**src/rtl/result_stream_rx.sv**
```systemverilog
// result_stream_rx: receive side of the matrix-multiplier result byte stream.
// Rebuilds the N x N result matrix (W-bit entries, LSB byte first) into c_flat
// and raises frame_done once every entry of a frame has been captured.
//
// state | meaning
// ------+-------------------------------------------------------------
// IDLE  | no frame in progress; the next valid byte is byte 0 of entry 0
// RECV  | frame in progress; idle counter guards against a stalled sender
// FULL  | frame captured; further bytes are overruns until clear/reset
module result_stream_rx #(
  parameter int N       = 3,
  parameter int W       = 18,
  parameter int TIMEOUT = 255
) (
  input  logic               clk,
  input  logic               reset,
  input  logic [7:0]         in_data,
  input  logic               in_valid,
  input  logic               clear,
  output logic [N*N*W-1:0]   c_flat,
  output logic               frame_done,
  output logic               done_pulse,
  output logic [7:0]         byte_count,
  output logic               err_timeout,
  output logic               err_overrun
);

  localparam int BPE = (W + 7) / 8;
  localparam int NE  = N * N;
  localparam int BW  = (BPE > 1) ? $clog2(BPE) : 1;
  localparam int EW  = (NE > 1) ? $clog2(NE) : 1;

  localparam logic [BW-1:0] LAST_BYTE  = BW'(BPE - 1);
  localparam logic [EW-1:0] LAST_ENTRY = EW'(NE - 1);
  // Timeout fires on the idle cycle that would bring the counter to TIMEOUT.
  localparam logic [7:0]    IDLE_LAST  = 8'(TIMEOUT - 1);

  localparam logic [1:0] S_IDLE = 2'd0;
  localparam logic [1:0] S_RECV = 2'd1;
  localparam logic [1:0] S_FULL = 2'd2;

  logic [1:0]       state;
  logic [BW-1:0]    byte_idx;
  logic [EW-1:0]    entry_idx;
  logic [8*BPE-1:0] shreg;
  logic [8*BPE-1:0] asm_word;
  logic [7:0]       idle_cnt;

  // Merge the incoming byte into the partially assembled entry.
  always_comb begin
    asm_word = shreg;
    for (int b = 0; b < BPE; b++) begin
      if (byte_idx == b[BW-1:0]) begin
        asm_word[b*8 +: 8] = in_data;
      end
    end
  end

  // Frame FSM, assembly, counters and flags.
  always_ff @(posedge clk) begin
    if (reset) begin
      state       <= S_IDLE;
      byte_idx    <= '0;
      entry_idx   <= '0;
      shreg       <= '0;
      idle_cnt    <= '0;
      c_flat      <= '0;
      frame_done  <= 1'b0;
      done_pulse  <= 1'b0;
      byte_count  <= '0;
      err_timeout <= 1'b0;
      err_overrun <= 1'b0;
    end else if (clear) begin
      // Re-arm only; captured data stays visible to the host.
      state       <= S_IDLE;
      byte_idx    <= '0;
      entry_idx   <= '0;
      shreg       <= '0;
      idle_cnt    <= '0;
      frame_done  <= 1'b0;
      done_pulse  <= 1'b0;
      byte_count  <= '0;
      err_timeout <= 1'b0;
      err_overrun <= 1'b0;
    end else begin
      done_pulse <= 1'b0;
      case (state)
        S_IDLE, S_RECV: begin
          if (in_valid) begin
            idle_cnt <= '0;
            shreg    <= asm_word;
            if (byte_count != 8'hFF) begin
              byte_count <= byte_count + 8'd1;
            end
            if (byte_idx == LAST_BYTE) begin
              byte_idx <= '0;
              for (int k = 0; k < NE; k++) begin
                if (entry_idx == k[EW-1:0]) begin
                  c_flat[k*W +: W] <= asm_word[W-1:0];
                end
              end
              if (entry_idx == LAST_ENTRY) begin
                entry_idx  <= '0;
                state      <= S_FULL;
                frame_done <= 1'b1;
                done_pulse <= 1'b1;
              end else begin
                entry_idx <= entry_idx + 1'b1;
                state     <= S_RECV;
              end
            end else begin
              byte_idx <= byte_idx + 1'b1;
              state    <= S_RECV;
            end
          end else if (state == S_RECV) begin
            if (idle_cnt == IDLE_LAST) begin
              state       <= S_IDLE;
              byte_idx    <= '0;
              entry_idx   <= '0;
              idle_cnt    <= '0;
              byte_count  <= '0;
              err_timeout <= 1'b1;
            end else begin
              idle_cnt <= idle_cnt + 8'd1;
            end
          end
        end
        S_FULL: begin
          if (in_valid) begin
            err_overrun <= 1'b1;
          end
        end
        default: begin
          state <= S_IDLE;
        end
      endcase
    end
  end

endmodule
```
**config.mk**
```make
export PLATFORM = sky130hd
export DESIGN_NAME = result_stream_rx
export DESIGN_NICKNAME = d
export VERILOG_FILES = /design/src/rtl/result_stream_rx.sv
export SDC_FILE = /design/constraint.sdc
export NUM_CORES = 1
export LEC_CHECK = 0
export CORE_MARGIN = 5
export CORE_UTILIZATION = 53
export CTS_CLUSTER_DIAMETER = 50
export DETAILED_ROUTE_END_ITERATION = 10
export PLACE_DENSITY = 0.84
export SETUP_SLACK_MARGIN = 0.5
export SKIP_LAST_GASP = 1
export SYNTH_ARGS = -nofsm -noshare
export SYNTH_HDL_FRONTEND = slang
export SYNTH_SLANG_ARGS = --single-unit
```
**constraint.sdc**
```tcl
create_clock -name clk -period 3.9 [get_ports clk]
set_clock_uncertainty 0.05 [all_clocks]
set_input_delay 0.975 -clock clk [delete_from_list [all_inputs] [get_ports clk]]
set_output_delay 0.975 -clock clk [all_outputs]
set_load 0.01 [all_outputs]
```
# Word level (Yosys, flattened, before mapping)

Index checks and enable logic that the tools add are counted.

Register bits: 208

$add $sub $neg: 4
Equal/unequal tests: 18
Multiplexer cells: 24
Bitwise gates (word level): 5
Reduce and logical (&&, ||, !) cells: 26

Operators by type and width:

| kind                                                                   | count |
|---|---|
| 8-bit two-way mux                                                      | 9 |
| 5-bit AND reduction                                                    | 9 |
| 4-bit two-way mux                                                      | 5 |
| 8-bit by 1-bit adder with 8-bit output (second input constant)         | 2 |
| 4-bit by 3-bit equality test with 1-bit output (second input constant) | 4 |
| 2-bit two-way mux                                                      | 8 |
| 4-bit AND reduction                                                    | 4 |
| 4-bit by 2-bit equality test with 1-bit output (second input constant) | 2 |
| 8-bit equality test (second input constant)                            | 1 |
| 8-bit != test (second input constant)                                  | 1 |
| 3-bit != test (second input constant)                                  | 2 |
| 2-bit AND reduction                                                    | 3 |
| 3-bit AND reduction                                                    | 2 |
| 1-bit NOT                                                              | 5 |
| 5-bit OR reduction                                                     | 1 |
| 4-bit by 1-bit adder with 4-bit output (second input constant)         | 1 |
| 2-bit by 1-bit equality test with 1-bit output (second input constant) | 2 |
| 2-bit equality test (second input constant)                            | 2 |
| 4-bit by 1-bit equality test with 1-bit output (second input constant) | 1 |
| 4-bit equality test (second input constant)                            | 1 |
| 2-bit zero test                                                        | 2 |
| 4-bit zero test                                                        | 1 |
| 2-bit by 1-bit != test with 1-bit output (second input constant)       | 2 |
| 2-bit one-hot mux with 2 select lines                                  | 1 |
| 4 further kinds                                                        | 6 |

# Depth between registers and ports, before layout

Depth in word-level cells: 5
Depth in mapped cells: 8
Mapped depth without buffers: 6

# Least setup slack after synthesis

No wires, ideal clock.

Kind: input -> register
Start point: input port in_valid
End point: register c_flat[152]
Setup time: 152 ps
Data arrival time: 2,037 ps
Slack: 1,660 ps
Cell stages on the path: 5
Cell sequence: nand4bb_1 > buf_6 > nor4b_4 > buf_2 > a211oi_1

Word-level cells in the longest chain between the ends: 1

Ends and longest elaborated chain:

| item                                 | RTL line | source |
|---|---|---|
| start, declared                      | 18       | `input logic in_valid,` |
| 5-bit AND reduction (no source line) | -        |  |
| end signal, assigned by index        | 99       | `c_flat[k*W +: W] <= asm_word[W-1:0];` |
| end, declared                        | 20       | `output logic [N*N*W-1:0] c_flat,` |

Every way passes these cells.
A chain may end at the register's enable or synchronous reset.

# Final worst setup path

Start point: input port in_valid
End point: register c_flat[8]

Same word-level chain as after synthesis.

==> flow_summary.ini <==
[run_status]
outcome = complete, no violations

[setup_path]
crit_fanout = 28
critPathTopFamily = simple AND/OR/NAND/NOR gates
worst-setup-path-type = primary input to register
cp_slowest_cell = nor4_4
required_ns = 4.24
r2r_end = c_flat[8]
cp.arrival_ns = 3.18
path_cells = clkdlybuf4s50_1 > nand4bb_1 > nor4_4 > buf_12 > nor2_1 > a211oi_1
regToRegSetupSlack_ns = 1.54
cp-end-kind = register
rr_worst_depth = 5
r2r-start = state[1]
slowest_delay_ns = 0.66
worst-path-buf-inv = 2
worstSetupStartpointType = primary input
crit_path_start = in_valid

[yosys]
syn_nets = 821
synth-edff-count = 0
ys_ff_latch = 208
syn_area_um2 = 7770
syn_avg_cell_area_um2 = 9.69
ys_top_cells_by_count = dfxtp_1 (208), nor2_1 (189), a211oi_1 (170)
synth_cells = 802
yosysSeqAreaShare_pct = 53.6
synth_top_cell_by_area = dfxtp_1
synth.distinct_cells = 45
synthFlopType = dfxtp_1
yosys_warnings = 0
synthTopCellsByArea = dfxtp_1 (54%), a211oi_1 (16%), nor2_1 (9.1%)
async_reset_ff_share_pct = 0
post-synth-top-count-cell = dfxtp_1
yosysTopAreaCellShare_pct = 53.6

[pwr]
ir_drop_uv = 320
power_frac_seq_pct = 47.8
switching_share_pct = 22.5
p_int_mw = 3.47
p_per_area_nw_per_um2 = 426
clkPwrFrac_pct = 47.5
p_sw_mw = 1.01
p_comb_share_pct = 4.7
p_leak_nw = 3.48

[cells_and_area]
drive_gt1_share_pct = 8.44
final_core_util_pct = 72.6
multiInputGateArea_um2 = 3220
fillers = 1009
antenna_cells = 0
regArea_um2 = 4160
nets = 999
area.growth.synth_to_final_pct = 35.3

[sta]
worst_slew_pin_slew_ns = 1.31
finalCritPeriodShare_pct = 72.9
slew_violations = 0
final-hold-violation-count = 0
max-slew-margin-rel_pct = 10.4
setup_viol = 0
fmax_mhz = 352
grt_setup_unrepaired = no
period_minus_slack_ns = 2.84
totalNegativeSetupSlack_ns = 0

[die]
fp.dieH_um = 131
fp.coreArea_um2 = 14500
dieArea_um2 = 17200
rows = 44
die_w_um = 131
ioPinCount = 186
start_util_pct = 53.6

[place]
hpwlAfterDp_mm = 14.7
io_buffers = 185
routabilityCongestion = 0.849

[clock_tree]
cts_hold_buffers = 0
cts-root-buf = clkbuf_16
cts.sink_count = 208
path_clk_slew_ns = 0.06
cts_setup_buffers = 0
h-tree-depth = 1
cts_buffers = 22
worstSkewPairLatency_ns = 0.50
cts_resized = 0
cts_tree = yes
clockBufferDepth = 3

[route]
drt-total-wl_mm = 22.9
wl_per_cell_um = 19.4
vias = 6720
avgViaCountPerCell = 5.70
drt_pass1_iterations = 5
postRouteAntennaNets = 0
drtIter0Drc = 523
drc_errors = 0

[min_path]
holdPathStages = 2
hold_end = shreg[4]
worstHoldStart = shreg[4]
hold_class = register to register

[global_routing]
grt_max_degree = 163
grt_usage_pct = 26.0
grt_pass1_vias = 6266
antenna_found_initial = 0
grt_first_pass_wirelength_mm = 34.8
overflow = 0

[job]
drv_cap = 0
-- worst register-to-register path, stage by stage, from the launching register on --
cell and delay (ns):
dfxtp_1 0.39, nand4bb_1 0.51, nor4_4 0.67, buf_12 0.25, nor2_1 0.10, a211oi_1 0.29
-- final cells by class --
class / instances / share of cell area [%]
clock inverters: 8 / 1.12
multi-input cells: 523 / 30.6
inverters: 7 / 0.250
flip-flops and latches: 208 / 39.6
well taps: 184 / 2.19
repair buffers: 218 / 20.2
clock buffers: 31 / 6.03
-- per-stage QoR --
stage | setup WS, ns | hold slack [ns] | cells | power, mW | area [um^2]
final | 1.06 | 0.405 | 1179 | 4.48 | 10500
after global routing | 0.906 | 0.422 | 1179 | 4.61 | 10500
after CTS | 1.03 | 0.405 | 1179 | 4.49 | 10500
after detailed placement | 0.633 | 0.396 | 1140 | 2.39 | 9760
after global placement | 0.740 | 0.387 | 1140 | 2.39 | 9760
after floorplan | 1.66 | 0.386 | 802 | 2.29 | 7770
-- power by group through the flow --
stage / Combinational [mW] / Clock (mW) / Sequential, mW
finish: 0.209 / 2.13 / 2.14
global route: 0.219 / 2.25 / 2.14
CTS: 0.205 / 2.15 / 2.14
detailed placement: 0.203 / 0 / 2.19
global placement: 0.201 / 0 / 2.19
floorplan: 0.107 / 0 / 2.19
-- routing by layer --
metal | wire length [um] | part of all wire, % | track usage [%]
met1 | 9640 | 42 | 35.4
met2 | 10400 | 46 | 39.9
met3 | 1790 | 7.8 | 6.12
met4 | 995 | 4.4 | 10.7
met5 | 0 | 0 | 0
-- registers in the layout, indices dropped and copies added (netlist names) --
signal	cells
byte_count	8
byte_idx	2
c_flat	162
done_pulse	1
entry_idx	4
err_overrun	1
err_timeout	1
frame_done	1
idle_cnt	8
shreg	18
state	2
-- cell families (layout without fill, tap and decap cells) --
kind of cell	count (synthesis)	count (layout)	share of synthesized area (%)
DFF	208	208	53.6
buffers and inverters	71	264	4.96
muxes	22	22	2.84
AOI/OAI and AO/OA	215	215	20.1
and+or+nand+nor	273	273	16.7
adders and majority gates	7	7	1.13
xor gates and xnor gates	6	6	0.677
-- placed cells by master (no fill, tap or decap), types with 7 or more instances in the layout --
cell | synthesis | final
inv_1 | 7 | 7
dfxtp_1 | 208 | 208
ha_1 | 7 | 7
nand3_1 | 13 | 13
mux2i_1 | 22 | 22
clkbuf_16 | 0 | 22
buf_4 | 0 | 32
clkdlybuf4s50_1 | 0 | 184
a21oi_1 | 20 | 20
a211oi_1 | 170 | 170
nand2_1 | 26 | 26
nor2_1 | 189 | 189
-- how the worst max path moves through the flow --
stage | to | slack, ns | cells past startpoint
floorplan | c_flat[152] | 1.66 | 5
global placement | c_flat[89] | 0.74 | 7
detailed placement | c_flat[47] | 0.63 | 7
CTS | c_flat[8] | 1.03 | 6
global route | c_flat[44] | 0.91 | 7
finish | c_flat[8] | 1.06 | 6
Power figures use the tool's default switching activity.
